<file path="src/rtl/ram8_arbiter_pkg.sv">
// rtl/ram8_arbiter_pkg.sv - state and owner encodings shared by the RAM8 arbiter files
package ram8_arbiter_pkg;

  typedef enum logic [1:0] {
    ST_IDLE   = 2'd0,
    ST_ACCESS = 2'd1,
    ST_DONE   = 2'd2
  } state_e;

  localparam logic OWN_A = 1'b0;
  localparam logic OWN_B = 1'b1;

endpackage

</file>
<file path="src/rtl/arb2_rr.sv">
// rtl/arb2_rr.sv - combinational 2-way grant, round-robin or fixed A priority
// Optional feature macro: RAM8_ARB_FIXED_PRIO_EN (A always wins ties; last_i ignored)
module arb2_rr
  import ram8_arbiter_pkg::*;
(
  input  logic req_a_i,
  input  logic req_b_i,
  input  logic last_i,
  output logic valid_o,
  output logic owner_o
);

`ifdef RAM8_ARB_FIXED_PRIO_EN
  logic unused_last;
  assign unused_last = last_i;
`endif

  always_comb begin
    valid_o = req_a_i | req_b_i;
    owner_o = OWN_A;
    if (req_a_i && req_b_i) begin
`ifdef RAM8_ARB_FIXED_PRIO_EN
      owner_o = OWN_A;
`else
      owner_o = ~last_i;
`endif
    end else if (req_b_i) begin
      owner_o = OWN_B;
    end
  end

endmodule

</file>
<file path="src/rtl/ram8_arbiter.sv">
// rtl/ram8_arbiter.sv - two-requester access controller for one RAM8 (IDLE/ACCESS/DONE sequencer)
// Optional feature macro: RAM8_ARB_FIXED_PRIO_EN (handled inside arb2_rr)
module ram8_arbiter
  import ram8_arbiter_pkg::*;
#(
  parameter int DATA_W = 16,
  parameter int ADDR_W = 3
) (
  input  logic              clk,
  input  logic              reset,
  input  logic              req_a,
  input  logic              we_a,
  input  logic [ADDR_W-1:0] addr_a,
  input  logic [DATA_W-1:0] wdata_a,
  output logic              gnt_a,
  output logic              done_a,
  output logic [DATA_W-1:0] rdata_a,
  input  logic              req_b,
  input  logic              we_b,
  input  logic [ADDR_W-1:0] addr_b,
  input  logic [DATA_W-1:0] wdata_b,
  output logic              gnt_b,
  output logic              done_b,
  output logic [DATA_W-1:0] rdata_b,
  output logic [DATA_W-1:0] ram_in,
  output logic              ram_load,
  output logic [ADDR_W-1:0] ram_addr,
  input  logic [DATA_W-1:0] ram_out
);

  state_e              state_q;
  logic                owner_q;
  logic                last_q;
  logic                we_q;
  logic [ADDR_W-1:0]   addr_q;
  logic [DATA_W-1:0]   wdata_q;
  logic                load_q;
  logic                gnt_a_q, gnt_b_q, done_a_q, done_b_q;
  logic [DATA_W-1:0]   rdata_a_q, rdata_b_q;

  logic                win_valid;
  logic                win_owner;
  logic                we_d;
  logic [ADDR_W-1:0]   addr_d;
  logic [DATA_W-1:0]   wdata_d;

  arb2_rr u_arb (
    .req_a_i (req_a),
    .req_b_i (req_b),
    .last_i  (last_q),
    .valid_o (win_valid),
    .owner_o (win_owner)
  );

  always_comb begin
    we_d    = (win_owner == OWN_B) ? we_b    : we_a;
    addr_d  = (win_owner == OWN_B) ? addr_b  : addr_a;
    wdata_d = (win_owner == OWN_B) ? wdata_b : wdata_a;
  end

  always_ff @(posedge clk) begin
    if (reset) begin
      state_q   <= ST_IDLE;
      owner_q   <= OWN_A;
      last_q    <= OWN_B;
      we_q      <= 1'b0;
      addr_q    <= '0;
      wdata_q   <= '0;
      load_q    <= 1'b0;
      gnt_a_q   <= 1'b0;
      gnt_b_q   <= 1'b0;
      done_a_q  <= 1'b0;
      done_b_q  <= 1'b0;
      rdata_a_q <= '0;
      rdata_b_q <= '0;
    end else begin
      gnt_a_q  <= 1'b0;
      gnt_b_q  <= 1'b0;
      done_a_q <= 1'b0;
      done_b_q <= 1'b0;
      load_q   <= 1'b0;
      case (state_q)
        ST_IDLE: begin
          if (win_valid) begin
            owner_q <= win_owner;
            last_q  <= win_owner;
            we_q    <= we_d;
            addr_q  <= addr_d;
            wdata_q <= wdata_d;
            load_q  <= we_d;
            gnt_a_q <= (win_owner == OWN_A);
            gnt_b_q <= (win_owner == OWN_B);
            state_q <= ST_ACCESS;
          end
        end
        ST_ACCESS: begin
          // RAM8 read is combinational, so ram_out is valid for addr_q by this edge
          if (!we_q && owner_q == OWN_A) rdata_a_q <= ram_out;
          if (!we_q && owner_q == OWN_B) rdata_b_q <= ram_out;
          done_a_q <= (owner_q == OWN_A);
          done_b_q <= (owner_q == OWN_B);
          state_q  <= ST_DONE;
        end
        ST_DONE: state_q <= ST_IDLE;
        default: state_q <= ST_IDLE;
      endcase
    end
  end

  // Reset gates load directly so a write caught mid-ACCESS never commits
  assign ram_load = load_q & ~reset;
  assign ram_addr = addr_q;
  assign ram_in   = wdata_q;
  assign gnt_a    = gnt_a_q;
  assign gnt_b    = gnt_b_q;
  assign done_a   = done_a_q;
  assign done_b   = done_b_q;
  assign rdata_a  = rdata_a_q;
  assign rdata_b  = rdata_b_q;

endmodule

</file>
<file path="config.mk">
export PLATFORM = sky130hd
export DESIGN_NAME = ram8_arbiter
export DESIGN_NICKNAME = d
export VERILOG_FILES = /design/src/rtl/ram8_arbiter_pkg.sv /design/src/rtl/arb2_rr.sv /design/src/rtl/ram8_arbiter.sv
export SDC_FILE = /design/constraint.sdc
export NUM_CORES = 1
export LEC_CHECK = 0
export CAP_MARGIN = 20
export CELL_PAD_IN_SITES_DETAIL_PLACEMENT = 1
export CELL_PAD_IN_SITES_GLOBAL_PLACEMENT = 1
export CORE_UTILIZATION = 25
export CTS_BUF_LIST = sky130_fd_sc_hd__clkbuf_16
export DETAILED_ROUTE_END_ITERATION = 12
export GPL_ROUTABILITY_DRIVEN = 0
export PLACE_DENSITY_LB_ADDON = 0.08
export SYNTH_ARGS = -nofsm -noshare
export SYNTH_HDL_FRONTEND = slang
export SYNTH_SLANG_ARGS = --single-unit
</file>
<file path="constraint.sdc">
create_clock -name clk -period 1.64 [get_ports clk]
set_clock_uncertainty 0.15 [all_clocks]
set_input_delay 0.246 -clock clk [delete_from_list [all_inputs] [get_ports clk]]
set_output_delay 0.246 -clock clk [all_outputs]
set_load 0.02 [all_outputs]
</file>
==> results of run 1 <==
[state kept, by name (all words and copies together), names as in the netlist]
| name | count |
|---|---|
| done_a | 1 |
| done_b | 1 |
| gnt_a | 1 |
| gnt_b | 1 |
| last_q | 1 |
| load_q | 1 |
| owner_q | 1 |
| ram_addr | 3 |
| ram_in | 16 |
| rdata_a | 16 |
| rdata_b | 16 |
| state_q | 2 |
| we_q | 1 |
[cell usage after synthesis (2+ instances only)]
| library cell | instances |
|---|---|
| a221o_1 | 20 |
| nor2_1 | 2 |
| a21oi_1 | 34 |
| nand2_1 | 84 |
| inv_1 | 2 |
| buf_6 | 3 |
| nor2b_1 | 3 |
| clkbuf_1 | 17 |
| dfxtp_1 | 61 |
| buf_2 | 2 |
| a21o_1 | 2 |
| nor3_1 | 21 |
[through the flow]
step / cell area (um2) / std cells / setup slack, ns / setup TNS [ns] / power (mW)
final: 3920 / 498 / 0.0589 / 0 / 4.13
after global placement: 3670 / 482 / -0.295 / -6.73 / 2.43
after global routing: 3920 / 498 / -0.00838 / -0.0223 / 4.33
after detailed placement: 3670 / 482 / -0.348 / -8.30 / 2.44
after floorplan: 2270 / 261 / 0.0121 / 0 / 1.99
after CTS: 3890 / 498 / 0.00503 / 0 / 4.20
[layout by cell type, fill, tap and decap left out]
cell             count
nor2b_1              3
nand2_1             84
dfxtp_1             61
nor3_2               2
clkdlybuf4s15_1      1
nor3b_2              1
or3_4                1
a21oi_1             33
a211oi_4             1
and2_1               1
or4b_1               1
clkinv_1             1
dlymetal6s2s_1       2
inv_1                4
buf_12               4
bufinv_16            1
clkdlybuf4s50_1     59
clkinvlp_4           1
nor4b_4              1
a21oi_2              1
a21o_1               2
buf_6                1
clkbuf_16            9
dlygate4sd2_1       53
nor2_1               2
or2_1                1
buf_4               15
a221o_1             20
clkinv_2             2
nand2b_1             1
nor4bb_4             1
nand4bb_1            1
nor3_1              19
[critical path: cells and delay by family]
| family | cells | cell delay (ns) |
|---|---|---|
| buf+inv | 2 | 0.67 |
| compound gates | 2 | 0.38 |
| simple gates | 1 | 0.38 |
[routing by layer]
layer | routed length (um) | vias to the layer above
met5 | 0 | -
li1 | - | 1148
met3 | 493 | 5
met1 | 3180 | 1075
met2 | 3360 | 74
met4 | 60 | 0
[report_power, final]
part           switching [mW]  internal (mW)
logic                   0.350          0.357
clock network           0.641           1.15
registers              0.0516           1.58
total                    1.04           3.09
[what timing repair did]
action                                  CTS  global route
gates resized for setup                  54             8
pin swaps                                 1             0
endpoints found under the setup margin   61            15
endpoints found under the hold margin     0             0
[cell families after synthesis]
group	after synthesis	synth area share, %
and+or+nand+nor	119	23.2
buffers and inverters	24	5.08
DFF	61	53.9
AOI/OAI and AO/OA	57	17.9
[worst paths after layout]
path              slack [ns]                        to  cells after the start
setup / recovery        0.06  ram_addr[1]$_SDFFE_PP0P_                      5
hold / removal          0.30   rdata_a[2]$_SDFFE_PP0P_                      2
setup reg to reg        0.11   rdata_a[4]$_SDFFE_PP0P_                      5
hold reg to reg         0.30   rdata_a[2]$_SDFFE_PP0P_                      2
[layout make-up]
class / count / area share (%)
Sequential cell: 61 / 31.2
Timing Repair Buffer: 135 / 33.0
Tap cell: 108 / 3.45
Inverter: 2 / 0.192
Clock inverter: 7 / 1.50
Clock buffer: 9 / 5.75
Multi-Input combinational cell: 176 / 25.0
==> impl_metrics.py, run 1 <==
metrics = {
    "critical_path": {
        "crit_chain": "clkdlybuf4s50_1 -> or3_4 -> a211oi_4 -> buf_12 -> a221o_1",
        "critPathMaxStageDelay_ns": 0.48,
        "worstPathMaxFanout": 20,
        "critPathLaunch": "reset",
        "crit_slowest_cell": "clkdlybuf4s50_1",
        "crit_path_end_kind": "register",
        "worstPathRequired_ns": 1.75,
        "critPathLaunchType": "input port",
        "crit_type": "input port to register",
        "worstPathArrival_ns": 1.69,
        "reg2reg_from": "state_q[0]$_SDFFE_PP0P_",
    },
    "global_route": {
        "grt_busiest_layer": "met2",
        "grt_use_met2_pct": 26.1,
        "grt_pass1_wl_um": 11700,
        "grt_overflow_total": 0,
        "antenna_found_initial": 0,
        "grt_pass1_vias": 2380,
        "use_met3_pct": 5.25,
        "grt.met1_usage_pct": 18.5,
        "grt_max_degree": 26,
        "grt.total_usage_pct": 15.5,
    },
    "layout": {
        "diodes": 0,
        "fin_util_pct": 44.7,
        "multi_input_area_um2": 978,
        "register_area_um2": 1220,
        "fillerInstances": 1055,
        "area_delta_synth_final_pct": 72.9,
        "drive_gt1_share_pct": 10.5,
        "nets": 445,
    },
    "clock_tree": {
        "clockRootBuffer": "clkbuf_16",
        "numCtsBuffers": 9,
        "clock_sinks": 61,
        "cts.reportedPaths.clkPinSlew_ns": 0.05,
        "clock_latency_ns": 0.31,
        "cts_htree_levels": 3,
        "cts_tree": "done",
        "cts_hold_buf": 0,
        "cts_buffer_depth": 2,
        "cts_setup_buffers": 0,
    },
    "logic_synthesis": {
        "ys.flop_type": "dfxtp_1",
        "yosysTopAreaCellShare_pct": 53.9,
        "synth_area_leaders": "dfxtp_1 (54%), nand2_1 (14%), a221o_1 (8.8%)",
        "yosys_warnings": 0,
        "synth_area_per_cell_um2": 8.69,
        "synth_edf_count": 0,
        "seq_area_frac_synth_pct": 53.9,
        "yosysTopAreaCell": "dfxtp_1",
        "syn_nets": 321,
        "ys_seq_elements": 61,
        "synth.distinct_cells": 22,
        "syn_inst": 261,
        "syn_area_um2": 2270,
        "synthArstFlopShare_pct": 0,
    },
    "die": {
        "dieArea_um2": 9450,
        "die_h_um": 97.2,
        "row_count": 34,
        "start_util_pct": 25.9,
        "ios": 116,
        "die_w_um": 97.2,
        "core_um2": 8760,
    },
    "worst_hold_path": {
        "hp-class": "register to register",
        "hold_path_startpoint": "rdata_a[2]$_SDFFE_PP0P_",
    },
    "place": {
        "hpwl_um": 5000,
        "io_buffers": 115,
    },
    "sta": {
        "max_freq_mhz": 632,
        "tightest_slew_ns": 0.263,
        "hold_ws_ns": 0.301,
        "fin_crit_ns": 1.58,
        "fin_crit_sh_pct": 96.4,
        "hold_viol_final": 0,
        "setup_violations": 0,
        "finalMaxSlewViolations": 0,
        "grt_setup_unrepaired": "true",
        "maxSlewHeadroom_pct": 82.5,
    },
    "route": {
        "finalWirelength_um": 7090,
        "drcViolationCount": 0,
        "via_per_inst": 4.62,
        "dr_total_vias": 2302,
        "wire_per_inst_um": 14.2,
        "drtPass1Iterations": 4,
        "postRouteAntennaNets": 0,
        "drt_iter0_markers": 49,
    },
    "power": {
        "leakagePower_nw": 1.74,
        "power.density_nw_per_um2": 1050,
        "ir_worst_vdd_mv": 0.444,
    },
    "job": {
        "max_cap_viol_count": 0,
    },
    "outcome": {
        "status": "complete, no violations",
    },
}
Note: power is estimated with default switching activity, not from simulation.
==> inputs of run 2 (changes only) <==
--- a/config.mk
+++ b/config.mk
@@ -13,6 +13,7 @@
 export DETAILED_ROUTE_END_ITERATION = 12
 export GPL_ROUTABILITY_DRIVEN = 0
 export PLACE_DENSITY_LB_ADDON = 0.08
+export SETUP_SLACK_MARGIN = 0.4
 export SYNTH_ARGS = -nofsm -noshare
 export SYNTH_HDL_FRONTEND = slang
 export SYNTH_SLANG_ARGS = --single-unit
==> impl_metrics.py, run 2 (same netlist as run 1, synthesis figures left out) <==
metrics = {
    "layout": {
        "fillerInstances": 1033,
        "nets": 451,
        "drive_gt1_share_pct": 32.3,
        "fin_util_pct": 44.8,
        "final_common_cell": "nand2_1",
        "instances_no_fill": 501,
        "area_delta_synth_final_pct": 73.0,
        "diodes": 0,
        "layout_common_cells": "nand2_1 (84), clkdlybuf4s50_1 (58), buf_4 (58), dfxtp_1 (50), a21oi_1 (29)",
    },
    "global_route": {
        "antenna_found_initial": 0,
        "grt_busiest_layer": "met2",
        "grt.met1_usage_pct": 17.8,
        "grt_max_degree": 23,
        "grt_overflow_total": 0,
        "grt_pass1_wl_um": 11700,
        "grt.total_usage_pct": 15.6,
        "use_met3_pct": 5.61,
        "grt_use_met2_pct": 26.3,
        "grt_pass1_vias": 2402,
    },
    "sta": {
        "setup_violations": 0,
        "fin_crit_sh_pct": 94.3,
        "finalMaxSlewViolations": 0,
        "grt_setup_unrepaired": "true",
        "maxSlewHeadroom_pct": 81.0,
        "timing.setup.tns_ns": 0,
        "tightest_slew_ns": 0.284,
        "fin_crit_ns": 1.55,
        "max_freq_mhz": 647,
        "hold_viol_final": 0,
    },
    "critical_path": {
        "critPathMaxStageDelay_ns": 0.40,
        "crit_slowest_cell": "or3_4",
        "crit_chain": "or3_4 -> buf_4 -> buf_12 -> nor3_1 -> a221o_1",
        "critPathLaunchType": "register",
        "critPathLaunch": "state_q[1]$_SDFFE_PP0P_",
        "reg2reg_slack_ns": 0.09,
        "worstPathMaxFanout": 13,
        "reg2reg_from": "state_q[1]$_SDFFE_PP0P_",
        "crit_path_end_kind": "register",
        "worstPathArrival_ns": 1.66,
        "worstPathRequired_ns": 1.75,
        "crit_type": "register to register",
    },
    "power": {
        "switching_share_pct": 25.8,
        "p_seq_share_pct": 41.2,
        "p_switching_mw": 1.03,
        "cellInternalPower_mw": 2.96,
        "total_power_mw": 3.99,
        "ir_worst_vdd_mv": 0.482,
        "power.share.clock_pct": 39.6,
        "power.density_nw_per_um2": 1020,
        "power_frac_comb_pct": 19.2,
        "leakagePower_nw": 1.62,
    },
    "clock_tree": {
        "cts_hold_buf": 0,
        "cts_tree": "done",
        "clock_sinks": 61,
        "clock_latency_ns": 0.32,
        "cts_htree_levels": 3,
        "cts.reportedPaths.clkPinSlew_ns": 0.05,
        "clockRootBuffer": "clkbuf_16",
        "numCtsBuffers": 9,
        "cts_buffer_depth": 2,
    },
    "die": {
        "start_util_pct": 25.9,
        "die_w_um": 97.2,
        "die_h_um": 97.2,
        "ios": 116,
        "row_count": 34,
        "dieArea_um2": 9450,
        "core_um2": 8760,
    },
    "worst_hold_path": {
        "hold_path_startpoint": "rdata_b[9]$_SDFFE_PP0P_",
        "hp-class": "register to register",
    },
    "route": {
        "postRouteAntennaNets": 0,
        "drcViolationCount": 0,
        "dr_total_vias": 2287,
        "drtPass1Iterations": 4,
        "wire_per_inst_um": 14.6,
        "drt_iter0_markers": 28,
        "finalWirelength_um": 7330,
        "via_per_inst": 4.56,
    },
    "job": {
        "max_cap_viol_count": 0,
    },
    "place": {
        "hpwl_um": 5200,
        "dp.cells": 485,
        "io_buffers": 115,
    },
    "outcome": {
        "status": "complete, no violations",
    },
}
[run 2: cell types whose count changed in the layout (fill, tap and decap cells not counted), sizes merged, moves of 2 or more]
| cell | before | now |
|---|---|---|
| dlygate4sd2 | 53 | 1 |
| buf | 20 | 81 |
| inv | 4 | 2 |
| dlymetal6s2s | 2 | 0 |
[run 2: final cells by class]
cell class | count | area (um2) | area share, %
well taps | 108 | 135 | 3.44
clock inverters | 4 | 18.8 | 0.478
inverters | 2 | 7.51 | 0.191
repair buffers | 141 | 1260 | 32.0
multi-input cells | 176 | 1040 | 26.6
clock buffers | 9 | 225 | 5.74
flip-flops and latches | 61 | 1230 | 31.5
[run 2: metal layers]
metal | vias up | routed length [um] | share of wire, %
met4 | 0 | 99 | 1.4
met3 | 8 | 508 | 6.9
met1 | 1050 | 3120 | 43
li1 | 1154 | - | -
met5 | - | 0 | 0
met2 | 75 | 3600 | 49
[run 2: path summary, 6_finish.rpt]
path / end / cells after the start
worst max-delay path: ram_in[14]$_SDFFE_PP0P_ / 5
worst min-delay path: rdata_b[9]$_SDFFE_PP0P_ / 2
worst max register to register: ram_in[14]$_SDFFE_PP0P_ / 5
worst min register to register: rdata_b[9]$_SDFFE_PP0P_ / 2
[run 2: worst max-delay path: cells and delay by family (launching register included)]
family          cells  cell delay, ns
simple gates        2            0.58
flops               1            0.33
buf+inv             2            0.30
compound gates      1            0.13
[run 2: power by group through the flow]
stage               sequential [mW]  combinational, mW  clock (mW)
finish                         1.64              0.764        1.58
global route                   1.65              0.819        1.71
CTS                            1.64              0.733        1.64
detailed placement             1.67              0.781           0
global placement               1.67              0.772           0
floorplan                      1.77              0.237           0
[run 2: repair_timing]
action | 4_1_cts | 5_1_grt
resized for setup | 243 | 56
buffers inserted | 1 | 1
pin swaps | 1 | 2
hold endpoints to repair | 0 | 0
endpoints found under the setup margin | 114 | 98
cloned | 0 | 1
[run 2: per-stage QoR]
stage                     setup slack [ns]  hold WS [ns]  instance area, um2
after global placement              -0.371         0.291                3700
after global routing                0.0569         0.321                3920
after detailed placement            -0.369         0.297                3700
final                               0.0933         0.300                3920
after CTS                           0.0602         0.302                3740
after floorplan                     0.0671         0.211                2320
